--- src/rtl/rv32i_sequencer.sv ---
// rv32i_sequencer
//   Multi-cycle control sequencer for a small RV32I core. Walks every
//   instruction through FETCH -> EXEC -> (MEM -> (WB)) over one shared memory
//   port and emits one-cycle enables and selects for the datapath. Only the
//   opcode and the SYSTEM encodings are decoded; the datapath does the maths.
//
//   Parameters
//     INIT_CYCLES   cycles spent in INIT after reset release (1..15)
//
//   Ports
//     CLK           core clock
//     RESET         asynchronous, active-high reset
//     instr[31:0]   instruction register contents from the datapath
//     mem_ack       memory handshake (may be combinational from mem_req)
//     mem_req       memory access request
//     mem_addr_sel  0 = PC address, 1 = ALU (load/store) address
//     mem_we        store strobe, valid only while mem_req = 1
//     ir_we         instruction register load pulse
//     pc_we         PC update pulse
//     rf_we         register file write pulse
//     halted        core stopped
//     trap          stopped because of an illegal instruction
//     state[2:0]    current FSM state (debug)
//     instret[31:0] retired-instruction counter (only with RETIRE_COUNT_EN)
//
//   Optional feature macro: RETIRE_COUNT_EN
//     Defined   -> adds the instret output, counting every pc_we pulse.
//     Undefined -> no instret port or counter.

module rv32i_sequencer #(
    parameter int unsigned INIT_CYCLES = 1
) (
    input  logic        CLK,
    input  logic        RESET,
    input  logic [31:0] instr,
    input  logic        mem_ack,
    output logic        mem_req,
    output logic        mem_addr_sel,
    output logic        mem_we,
    output logic        ir_we,
    output logic        pc_we,
    output logic        rf_we,
    output logic        halted,
    output logic        trap,
    output logic [2:0]  state
`ifdef RETIRE_COUNT_EN
    ,
    output logic [31:0] instret
`endif
);

    typedef enum logic [2:0] {
        S_INIT  = 3'd0,
        S_FETCH = 3'd1,
        S_EXEC  = 3'd2,
        S_MEM   = 3'd3,
        S_WB    = 3'd4,
        S_HALT  = 3'd5
    } state_e;

    localparam logic [6:0]  OP_OP     = 7'b0110011;
    localparam logic [6:0]  OP_OPIMM  = 7'b0010011;
    localparam logic [6:0]  OP_LUI    = 7'b0110111;
    localparam logic [6:0]  OP_AUIPC  = 7'b0010111;
    localparam logic [6:0]  OP_JAL    = 7'b1101111;
    localparam logic [6:0]  OP_JALR   = 7'b1100111;
    localparam logic [6:0]  OP_BRANCH = 7'b1100011;
    localparam logic [6:0]  OP_FENCE  = 7'b0001111;
    localparam logic [6:0]  OP_LOAD   = 7'b0000011;
    localparam logic [6:0]  OP_STORE  = 7'b0100011;
    localparam logic [6:0]  OP_SYSTEM = 7'b1110011;
    localparam logic [31:0] I_ECALL   = 32'h0000_0073;
    localparam logic [31:0] I_EBREAK  = 32'h0010_0073;

    localparam logic [3:0]  INIT_LAST = 4'(INIT_CYCLES - 1);

    state_e     state_q, state_d;
    logic [3:0] cnt_q, cnt_d;
    logic       mem_req_q, mem_req_d;
    logic       mem_sel_q, mem_sel_d;
    logic       mem_we_q, mem_we_d;
    logic       halted_q, halted_d;
    logic       trap_q, trap_d;

    // Instruction classes
    logic       is_wr_pc;    // writes rd and advances PC
    logic       is_pc_only;  // advances PC, no register write
    logic       is_mem;      // load or store
    logic       is_store;
    logic       is_ebreak;
    logic       rd_nz;

    always_comb begin
        is_wr_pc   = 1'b0;
        is_pc_only = 1'b0;
        is_mem     = 1'b0;
        is_store   = 1'b0;
        is_ebreak  = 1'b0;
        rd_nz      = |instr[11:7];
        case (instr[6:0])
            OP_OP, OP_OPIMM, OP_LUI, OP_AUIPC, OP_JAL, OP_JALR:
                is_wr_pc = 1'b1;
            OP_BRANCH, OP_FENCE:
                is_pc_only = 1'b1;
            OP_LOAD:
                is_mem = 1'b1;
            OP_STORE: begin
                is_mem   = 1'b1;
                is_store = 1'b1;
            end
            OP_SYSTEM: begin
                // ECALL is retired as a NOP; EBREAK halts cleanly.
                is_pc_only = (instr == I_ECALL);
                is_ebreak  = (instr == I_EBREAK);
            end
            default: ;
        endcase
    end

    // Next state and the one-cycle pulses. The pulses stay combinational so
    // that ir_we / pc_we land in the same cycle as a combinational mem_ack,
    // which is what gives the 2/3/4-cycle zero-wait latencies.
    always_comb begin
        state_d = state_q;
        cnt_d   = cnt_q;
        ir_we   = 1'b0;
        pc_we   = 1'b0;
        rf_we   = 1'b0;
        case (state_q)
            S_INIT: begin
                if (cnt_q == INIT_LAST) begin
                    state_d = S_FETCH;
                    cnt_d   = '0;
                end else begin
                    cnt_d = cnt_q + 4'd1;
                end
            end
            S_FETCH: begin
                if (mem_ack) begin
                    ir_we   = 1'b1;
                    state_d = S_EXEC;
                end
            end
            S_EXEC: begin
                if (is_wr_pc) begin
                    rf_we   = rd_nz;
                    pc_we   = 1'b1;
                    state_d = S_FETCH;
                end else if (is_pc_only) begin
                    pc_we   = 1'b1;
                    state_d = S_FETCH;
                end else if (is_mem) begin
                    state_d = S_MEM;
                end else begin
                    state_d = S_HALT;
                end
            end
            S_MEM: begin
                if (mem_ack) begin
                    if (mem_we_q) begin
                        pc_we   = 1'b1;
                        state_d = S_FETCH;
                    end else begin
                        state_d = S_WB;
                    end
                end
            end
            S_WB: begin
                rf_we   = rd_nz;
                pc_we   = 1'b1;
                state_d = S_FETCH;
            end
            S_HALT: ;
            default: begin
                state_d = S_INIT;
                cnt_d   = '0;
            end
        endcase
    end

    // Level outputs are registered from the state being entered.
    always_comb begin
        mem_req_d = (state_d == S_FETCH) || (state_d == S_MEM);
        mem_sel_d = (state_d == S_MEM);
        mem_we_d  = (state_d == S_MEM) &&
                    ((state_q == S_MEM) ? mem_we_q : is_store);
        halted_d  = (state_d == S_HALT);
        // trap is set only on an EXEC->HALT that is not EBREAK, then held.
        trap_d    = ((state_q == S_EXEC) && (state_d == S_HALT) && !is_ebreak) ||
                    ((state_q == S_HALT) && trap_q);
    end

    always_ff @(posedge CLK or posedge RESET) begin
        if (RESET) begin
            state_q   <= S_INIT;
            cnt_q     <= '0;
            mem_req_q <= 1'b0;
            mem_sel_q <= 1'b0;
            mem_we_q  <= 1'b0;
            halted_q  <= 1'b0;
            trap_q    <= 1'b0;
        end else begin
            state_q   <= state_d;
            cnt_q     <= cnt_d;
            mem_req_q <= mem_req_d;
            mem_sel_q <= mem_sel_d;
            mem_we_q  <= mem_we_d;
            halted_q  <= halted_d;
            trap_q    <= trap_d;
        end
    end

    assign mem_req      = mem_req_q;
    assign mem_addr_sel = mem_sel_q;
    assign mem_we       = mem_we_q;
    assign halted       = halted_q;
    assign trap         = trap_q;
    assign state        = state_q;

`ifdef RETIRE_COUNT_EN
    logic [31:0] instret_q;

    always_ff @(posedge CLK or posedge RESET) begin
        if (RESET) begin
            instret_q <= '0;
        end else if (pc_we) begin
            instret_q <= instret_q + 32'd1;
        end
    end

    assign instret = instret_q;
`endif

endmodule

--- config.mk ---
export PLATFORM = sky130hd
export DESIGN_NAME = rv32i_sequencer
export DESIGN_NICKNAME = d
export VERILOG_FILES = /design/src/rtl/rv32i_sequencer.sv
export SDC_FILE = /design/constraint.sdc
export NUM_CORES = 1
export LEC_CHECK = 0
export ABC_AREA = 1
export CAP_MARGIN = 20
export CELL_PAD_IN_SITES_DETAIL_PLACEMENT = 1
export CELL_PAD_IN_SITES_GLOBAL_PLACEMENT = 2
export CORE_MARGIN = 2
export CORE_UTILIZATION = 20
export CTS_BUF_LIST = sky130_fd_sc_hd__clkbuf_16
export DETAILED_ROUTE_END_ITERATION = 10
export GPL_TIMING_DRIVEN = 1
export PLACE_DENSITY = 0.92
export RECOVER_POWER = 100
export SLEW_MARGIN = 20
export SYNTH_ARGS = -nofsm -noshare
export SYNTH_HDL_FRONTEND = slang
export SYNTH_SLANG_ARGS = --single-unit
export TNS_END_PERCENT = 100
--- constraint.sdc ---
create_clock -name CLK -period 2.4 [get_ports CLK]
set_input_delay 0.48 -clock CLK [delete_from_list [all_inputs] [get_ports CLK]]
set_output_delay 0.48 -clock CLK [all_outputs]
set_load 0.01 [all_outputs]
=== Yosys cells after proc, flatten, opt, wreduce, memory -nomap -nowiden ===
Cells that the tools add are included.

* Register bits after elaboration: 12

* $add $sub $neg: 1
* Equality and inequality tests: 21
* Multiplexer cells: 25
* Reduce and logical (&&, ||, !) cells: 14

{| class="wikitable"
|+ Operator list
! kind !! number
|-
| $eq A32 B21 Y1 const B || 1
|-
| $eq A32 B7 Y1 const B || 1
|-
| $eq A7 B7 Y1 const B || 4
|-
| $eq A7 B6 Y1 const B || 3
|-
| $mux W3 || 7
|-
| $pmux W3 S6 || 1
|-
| $eq A7 B5 Y1 const B || 2
|-
| $mux W1 || 12
|-
| $reduce_or A5 Y1 || 2
|-
| $eq A3 B2 Y1 const B || 3
|-
| $eq A3 B3 Y1 const B || 3
|-
| $pmux W4 S2 || 1
|-
| $eq A7 B2 Y1 const B || 1
|-
| $eq A7 B4 Y1 const B || 1
|-
| $eq A3 B1 Y1 const B || 2
|-
| $reduce_or A6 Y1 || 1
|-
| $add A4 B1 Y4 const B || 1
|-
| $logic_and A1 B1 Y1 || 4
|-
| $logic_not A4 Y1 || 1
|-
| $mux W4 || 1
|-
| $pmux W1 S2 || 2
|-
| $reduce_or A2 Y1 || 2
|-
| $logic_not A3 Y1 || 1
|-
| $pmux W1 S3 || 1
|-
| 2 further kinds || 3
|}

=== Logic depth before layout (Yosys ltp) ===
Gate-level depths: netlist of run 1.

* Depth after elaboration: 11
* Depth in mapped cells: 9
* Mapped depth without buffers: 9

=== Worst setup path after synthesis of run 1 ===
Ideal clock, no wire load.

* Kind: input to output
* Start point: in instr[1]
* End point: out pc_we
* Data arrival time: 1117 ps
* Data required time: 1920 ps
* Setup slack: 803 ps
* Stages on the path: 8
* Buffers on the path: 0
* Cell sequence: nand2_1 -> nor2_2 -> nand2_1 -> nor2_1 -> nand2_1 -> nand2_1 -> nand2_1 -> nand2_1

* Word-level cells in the longest chain between the ends: 6
* Elaborated cells between the ends (all ways): 17
* Classes of those cells: 10 x eq/ne; 5 x mux; 2 x reduce/logical

{| class="wikitable"
|+ Ends and longest elaborated chain
! what !! RTL line !! RTL
|-
| start, declared || 35 || <nowiki>input logic [31:0] instr,</nowiki>
|-
| $eq A7 B7 Y1 or $eq A7 B4 Y1 (tied branches) || 100 || <nowiki>case (instr[6:0])</nowiki>
|-
| $reduce_or A2 Y1 || 100 ||
|-
| $pmux W1 S2 || 100 ||
|-
| $mux W1 || 149 || <nowiki>end else if (is_pc_only) begin</nowiki>
|-
| $mux W1 * || 145 || <nowiki>if (is_wr_pc) begin</nowiki>
|-
| $pmux W1 S3 * || 129 || <nowiki>case (state_q)</nowiki>
|-
| end, declared || 41 || <nowiki>output logic pc_we,</nowiki>
|}

Every way passes the cells marked *; elsewhere a longest branch is shown, timed or not.

=== Worst setup path after layout of run 1 ===
* Start point: in mem_ack
* End point: out ir_we

* Word-level cells in the longest chain between the ends: 2

{| class="wikitable"
|+ Ends and longest elaborated chain
! what !! RTL line !! RTL
|-
| start, declared || 36 || <nowiki>input logic mem_ack,</nowiki>
|-
| $mux W1 || 139 || <nowiki>if (mem_ack) begin</nowiki>
|-
| $mux W1 || 129 ||
|-
| end, declared || 40 || <nowiki>output logic ir_we,</nowiki>
|}

Every way passes these cells.

==> impl_results.md, run 1 <==
* Drt via density at approximately 4.3
* Fmax at about 0.44 GHz
* Combinational share of power at between 40 and 50%
* Pin count of the biggest net entering global routing at 13
* Max H-tree Level at 1
* Clk pin slew, worst setup/hold paths at 0.04 ns
* IO Count at 46
* Register area share after synthesis at 33.6%
* Mapped cell area at 895 µm²
* Synth warn at 0
* Yosys reg bits at 12
* FP Rows at 24
* Fin Setup TNS at 0 ns
* PortBufs at 45
* Distinct cells, synth at 21
* Most common cell after layout, fill and taps aside: clkdlybuf4s50_1
* Setup Crit Path Kind: in -> out
* TritonCTS Buffers at 3
* # hold bufs at CTS at 0
* Maximum buffer depth of the clock tree at 2
* Leakage at 0.774 nW
* NetSw at 0.000359 W
* Net count after synthesis at between 150 and 200
* Clk Tree Root Cell: clkbuf_16
* Antenna violations before repair at 0
* Core Area at 0.00432 mm²
* CTS tree: yes
* First-pass GRT wire length at ~4900 µm
* DRT iter0 DRCs at 29
* Fin nets at 239
* Fin. Hold Viols at 0
* Period utilisation layout at 95.2%
* Worst setup SP type: input pin
* Crit-path slowest cell: dlygate4sd3_1
* Hold Path Origin: trap
* Pint at about 0.00067 W
* Final instance area at 0.00158 mm²
* Die H at 70.9 µm
* Clock latency at the later pin of the worst-skew pair at roughly 0.23 ns
* Final Core Density at 36.5%
* DRT Pass-1 Iters at 2
* Final setup slack of the worst path at 0.114 ns
* HP Class: reg -> reg
* DRT antenna net count at 0
* Worst slack, placed at -0.272 ns
* Crit-path cells: clkdlybuf4s50_1 > inv_1 > nor2_1 > dlygate4sd3_1
* Fin Clk Skew at 0.00203 ns
* Non-filler cells, final at 252
* Vias in the first global route at 1153
* DRC viols at 0
* Most frequent cells in the layout: clkdlybuf4s50_1, nand2_1, nor2_1
* Critical Path End Type: primary output
* Worst VDD drop at ~0.00024 V
* Run status: finished, final reports clean
* Seq pwr share at between 20 and 30%
* Share of layout cells above drive strength 1 at 12.5%
* Clock power share at 28.3%
* Final min period at 2.29 ns
* Crit path DAT at roughly 1.8 ns
* Reg2Reg Depth at 9
* FF-to-FF End: halted
* Critical Path Fanout Max at 4
* Power Dens Cells at 651 mW/mm²
* Area Overhead vs Synth at 76.4%
* Total detailed-routing wirelength at 2570 µm
* Final setup viols at 0
* HPWL Detailed at 2240 µm
* Avg Inst Size Synth at 6.39 µm²
* CP required at around 1.9 ns
* Initial Utilization at about a fifth
* R2R Path Start: state[2]
* Max-cap violation count at 0
* Die ar. at 0.00502 mm²
* Placed Area at 0.00150 mm²
* Slowest cell delay on critical path at 0.61 ns
* Sw frac at about a third
* Syn Inst Count at 140
* End point of the worst hold path: trap
* CTS sink cnt at 12
* Grt total ovfl at 0
* RSZ-0062 raised after global routing: no
* Post-DR wirelength/cell at 10.2 µm
* Flop-to-flop setup slack at between 0.9 and 1 ns
* Post CTS Setup Buffer Count at 0
* Hold depth at 2
* ANT cells at 0
* Normalized max-slew margin at 69.3%
* Worst-Margin Slew at between 0.4 and 0.5 ns
* GRT Total Usage at 11.7%
* DR vias at 1071
* RD Place Congestion at 0.780
* Placed Instances at around 250
* Max Slew Vio Count at 0
* Die Wd at 70.9 µm
cell usage after synthesis:
cell | count | area, µm²
nand2_1 | 29 | 109
nor2_1 | 28 | 105
inv_1 | 20 | 75.1
dfrtp_1 | 12 | 300
nand3_1 | 9 | 45.0
o21ai_0 | 7 | 35.0
a21oi_1 | 5 | 25.0
nand4_1 | 5 | 31.3
and2_1 | 4 | 25.0
nor3_1 | 4 | 20.0
inv_2 | 3 | 11.3
ha_1 | 2 | 25.0
nand2_2 | 2 | 12.5
nor2_2 | 2 | 12.5
o22ai_1 | 2 | 12.5
a21oi_2 | 1 | 8.76
a22oi_1 | 1 | 7.51
nor2_4 | 1 | 11.3
o21ai_1 | 1 | 5.00
xnor2_1 | 1 | 8.76
xor2_1 | 1 | 8.76
per-stage QoR:
step	power (W)	hold WS [ns]
6_report	0.00103	0.486
5_1_grt	0.00112	0.538
4_1_cts	0.00107	0.508
3_5_place_dp	0.000774	0.488
3_3_place_gp	0.000771	0.478
2_1_floorplan	0.000530	0.345
sequential cells by signal, summed over array words and instances (netlist names):
register	cells
state	3
trap	1
mem_we	1
cnt_q	4
mem_req	1
halted	1
mem_addr_sel	1
how the worst max path moves through the flow:
stage | startpoint | end | slack, ns | cells past startpoint
floorplan | instr[1] | pc_we | 0.80 | 8
global placement | instr[5] | pc_we | -0.24 | 10
detailed placement | instr[4] | pc_we | -0.27 | 9
CTS | instr[4] | pc_we | 0.008 | 10
global route | instr[2] | rf_we | 0.004 | 6
finish | mem_ack | ir_we | 0.11 | 4
kinds of logic after synthesis:
kind of cell,after synthesis,share of synthesized area [%]
AOI/OAI and AO/OA,17,10.5
DFF,12,33.6
xor gates and xnor gates,2,1.96
adders and majority gates,2,2.80
buffers and inverters,23,9.65
and+or+nand+nor,84,41.5
power by group through the flow:
stage / clock, W / combinational [W] / sequential (W)
6_report: 0.000291 / 0.000456 / 0.000280
2_1_floorplan: 0 / 0.000226 / 0.000304
3_5_place_dp: 0 / 0.000489 / 0.000286
5_1_grt: 0.000314 / 0.000521 / 0.000285
4_1_cts: 0.000298 / 0.000491 / 0.000284
3_3_place_gp: 0 / 0.000487 / 0.000284
layer usage:
layer | part of all wire [%] | routed length [µm] | GRT usage [%]
met5 | 0 | 0 | 0
met4 | 0 | 0 | 1.89
met3 | 6.0 | 154 | 3.28
met2 | 51 | 1300 | 21.2
met1 | 43 | 1110 | 14.1
worst max-delay path: cells and delay by family:
| kind | cells | cell delay [ns] |
|---|---|---|
| AND/OR/NAND/NOR | 1 | 0.11 |
| buffers and inverters | 3 | 1.22 |
area by class of cell:
type	count	area, µm²
clock buffers	3	75.1
fillers	573	2750
inverters	23	86.3
multi-input cells	105	513
flip-flops and latches	12	300
well taps	52	65.1
repair buffers	57	538
repair_timing:
item,CTS,global route
resized for setup,4,6
endpoints found under the setup margin,2,2
pin swaps,0,1
(Power assumes the default switching activity.)
==> inputs of run 2 (changes only) <==
--- a/config.mk
+++ b/config.mk
@@ -5,16 +5,16 @@
 export SDC_FILE = /design/constraint.sdc
 export NUM_CORES = 1
 export LEC_CHECK = 0
-export ABC_AREA = 1
 export CAP_MARGIN = 20
 export CELL_PAD_IN_SITES_DETAIL_PLACEMENT = 1
 export CELL_PAD_IN_SITES_GLOBAL_PLACEMENT = 2
+export CORE_ASPECT_RATIO = 0.5
 export CORE_MARGIN = 2
-export CORE_UTILIZATION = 20
+export CORE_UTILIZATION = 21
 export CTS_BUF_LIST = sky130_fd_sc_hd__clkbuf_16
 export DETAILED_ROUTE_END_ITERATION = 10
 export GPL_TIMING_DRIVEN = 1
-export PLACE_DENSITY = 0.92
+export PLACE_DENSITY = 0.93
 export RECOVER_POWER = 100
 export SLEW_MARGIN = 20
 export SYNTH_ARGS = -nofsm -noshare
==> run 2 against run 1 <==
Effect of this change: non-clock buffer count rose by 4; critical endpoint unchanged; synthesized area fell by 9.8%; largest cell class unchanged; highest routed layer is now met4; sequential share of layout area rose by 0.38 points; global-route usage rose by 2.3 points.
==> impl_results.md, run 2 <==
* Clk pin slew, worst setup/hold paths at 0.04 ns (about the same)
* DRC viols at 0 (unchanged)
* Net count after synthesis at 134 (-24%)
* ANT cells at 0 (unchanged)
* Clk Tree Root Cell: clkbuf_16
* Avg Inst Size Synth at 8.32 µm² (+30%)
* DRT antenna net count at 0 (unchanged)
* Syn Inst Count at 97 (-31%)
* Max Slew Vio Count at 0 (unchanged)
* Most frequent cell after synthesis: nor2_1
* Leading area contributor after synthesis: dfrtp_1
* Post-synth EDFFs at 0 (unchanged)
* DRT iter0 DRCs at 22 (-24%)
* Distinct cells, synth at 34 (+62%)
* CTS sink cnt at 12 (unchanged)
* Synth async-reset ratio at 100% (unchanged)
* Critical Path Fanout Max at 4 (unchanged)
* DRT Pass-1 Iters at 4 (+2)
* IO Count at 46 (unchanged)
* FP Rows at 15 (-38%)
* Core Area at 0.00355 mm² (-18%)
* Final setup viols at 0 (unchanged)
* Critical Path End Type: primary output
* Total chip power at 0.00105 W (+1.9%)
* Fmax at 0.428 GHz (-2.2%)
* Max reg flops at 4 (unchanged)
* Run status: finished, final reports clean
* Area share of the largest cell type after synthesis at 37.2% (+3.6 points)
* HP Class: reg -> reg
* Pin count of the biggest net entering global routing at 13 (unchanged)
* DR vias at 984 (-8.1%)
* Final min period at 2.34 ns (+0.0518 ns)
* Leakage at 0.725 nW (-6.3%)
* Most flop-heavy register: cnt_q
* Mapped cell area at 807 µm² (-9.8%)
* Most frequent cells in the layout: nor2_1, buf_4, dlygate4sd2_1
* Setup Crit Path Kind: in -> out
* Period utilisation layout at 97.4% (+2.2 points)
* Max-cap violation count at 0 (unchanged)
* TritonCTS Buffers at 3 (unchanged)
* Clock latency at the later pin of the worst-skew pair at 0.24 ns (about the same)
* Grt total ovfl at 0 (unchanged)
* CTS tree: yes
* Post-DR wirelength/cell at 13.7 µm (+35%)
* Post-synth top cells: nor2_1, dfrtp_1, o21ai_0
* HPWL Detailed at 2360 µm (+5.1%)
* Yosys reg bits at 12 (unchanged)
* Crit path DAT at 1.86 ns (+0.05 ns)
* CP required at 1.92 ns (about the same)
* Worst VDD drop at 0.000217 V (-8.2%)
* Final setup slack of the worst path at 0.0622 ns (-0.0518 ns)
* Max H-tree Level at 1 (unchanged)
* Most common cell after layout, fill and taps aside: nor2_1
* RSZ-0062 raised after global routing: yes
* Antenna violations before repair at 0 (unchanged)
* Power Dens Cells at 676 mW/mm² (+3.9%)
* Fin. Hold Viols at 0 (unchanged)
* Worst-Margin Slew at 0.650 ns (+0.190 ns)
* Fin Clk Skew at 0.00185 ns (-0.000186 ns)
* RD Place Congestion at 0.688 (-12%)
* Total detailed-routing wirelength at 2890 µm (+12%)
* PortBufs at 45 (unchanged)
* GRT Total Usage at 14.1% (+2.3 points)
* Synth Flop Type: dfrtp_1
* Worst setup SP type: input pin
* Worst slack, placed at -0.525 ns (-0.253 ns)
* Area Overhead vs Synth at 91.6%
* Die ar. at 0.00439 mm² (-13%)
* Initial Utilization at 22.8% (+2.1 points)
* # hold bufs at CTS at 0 (unchanged)
* Share of layout cells above drive strength 1 at 18.2% (+5.7 points)
* Drt via density at 4.69 (+10%)
* Synth warn at 0 (unchanged)
* Top post-synthesis cells by area: dfrtp_1, nor2_1, o21ai_0
* Maximum buffer depth of the clock tree at 2 (unchanged)
* Fin nets at 197 (-18%)
* Vias in the first global route at 1000 (-13%)
* First-pass GRT wire length at 4720 µm (-3.5%)
* Die Wd at 91.7 µm (+29%)
* Die H at 47.8 µm (-33%)
* Normalized max-slew margin at 56.1% (-13 points)
* Register area share after synthesis at 37.2% (+3.6 points)
## run 2: cell types whose count changed after synthesis, sizes merged, moves of 3 or more
cell    delta
nor4       +5
nor2b      +3
nor2      -15
inv       -18
nand2b     +6
and2       -3
nand4      -3
nand2     -27
nand3      -7
## run 2: per-layer routing
metal / vias up / wire [µm] / track usage [%]
met5: - / 0 / 0
met2: 25 / 1450 / 28.2
met3: 5 / 137 / 3.15
li1: 479 / - / -
met1: 475 / 1260 / 15.4
met4: 0 / 38 / 5.45
## run 2: metrics by stage
stage,std cells,setup TNS [ns],utilization [%],hold slack (ns),area (µm²)
final,210,0,43.6,0.485,1550
after detailed placement,203,-0.933,39.6,0.480,1410
after global routing,210,-0.0247,43.6,0.519,1550
after CTS,209,-0.000626,42.1,0.486,1490
after global placement,203,-0.837,39.6,0.473,1410
after floorplan,97,0,-,0.345,807
## run 2: layout make-up
type / instances / area, µm²
Fill cell: 438 / 2000
Multi-Input combinational cell: 77 / 523
Sequential cell: 12 / 300
Timing Repair Buffer: 61 / 562
Tap cell: 51 / 63.8
Clock buffer: 3 / 75.1
Clock inverter: 1 / 3.75
Inverter: 5 / 18.8
## run 2: repair_timing
| item | in CTS | in global routing |
|---|---|---|
| setup endpoints to repair | 2 | 2 |
| pin swaps | 9 | 10 |
| buffers inserted | 2 | 1 |
| resized for setup | 25 | 19 |
## run 2: final timing paths
| path | from | endpoint | slack [ns] | cells after the start |
|---|---|---|---|---|
| worst min register to register | cnt_q[3] | cnt_q[3] | 0.48 | 1 |
| worst max-delay path | mem_ack | ir_we | 0.06 | 4 |
| min in group asynchronous | RESET | state[1] | 0.70 | 2 |
| worst max register to register | state[2] | halted | 0.67 | 4 |
| max in group asynchronous | RESET | mem_req | 1.38 | 2 |
| worst min-delay path | cnt_q[3] | cnt_q[3] | 0.48 | 1 |
## run 2: cells by family after synthesis
logic type / share of synthesized area, %
AO/OA/AOI/OAI: 22.8
adder cells (fa/ha/maj): 3.10
buffers and inverters: 3.88
flip-flops: 37.2
AND/OR/NAND/NOR: 33.0
## run 2: report_power, final
group	internal [W]	switching [W]	total, W
Clock	0.000219	0.0000837	0.000303
Combinational	0.000219	0.000247	0.000466
Sequential	0.000248	0.0000298	0.000277
## run 2: critical path, cell delays in order
cell and delay (ns):
clkdlybuf4s50_1 0.49, nand2_1 0.12, nor3_1 0.19, clkdlybuf4s50_1 0.58
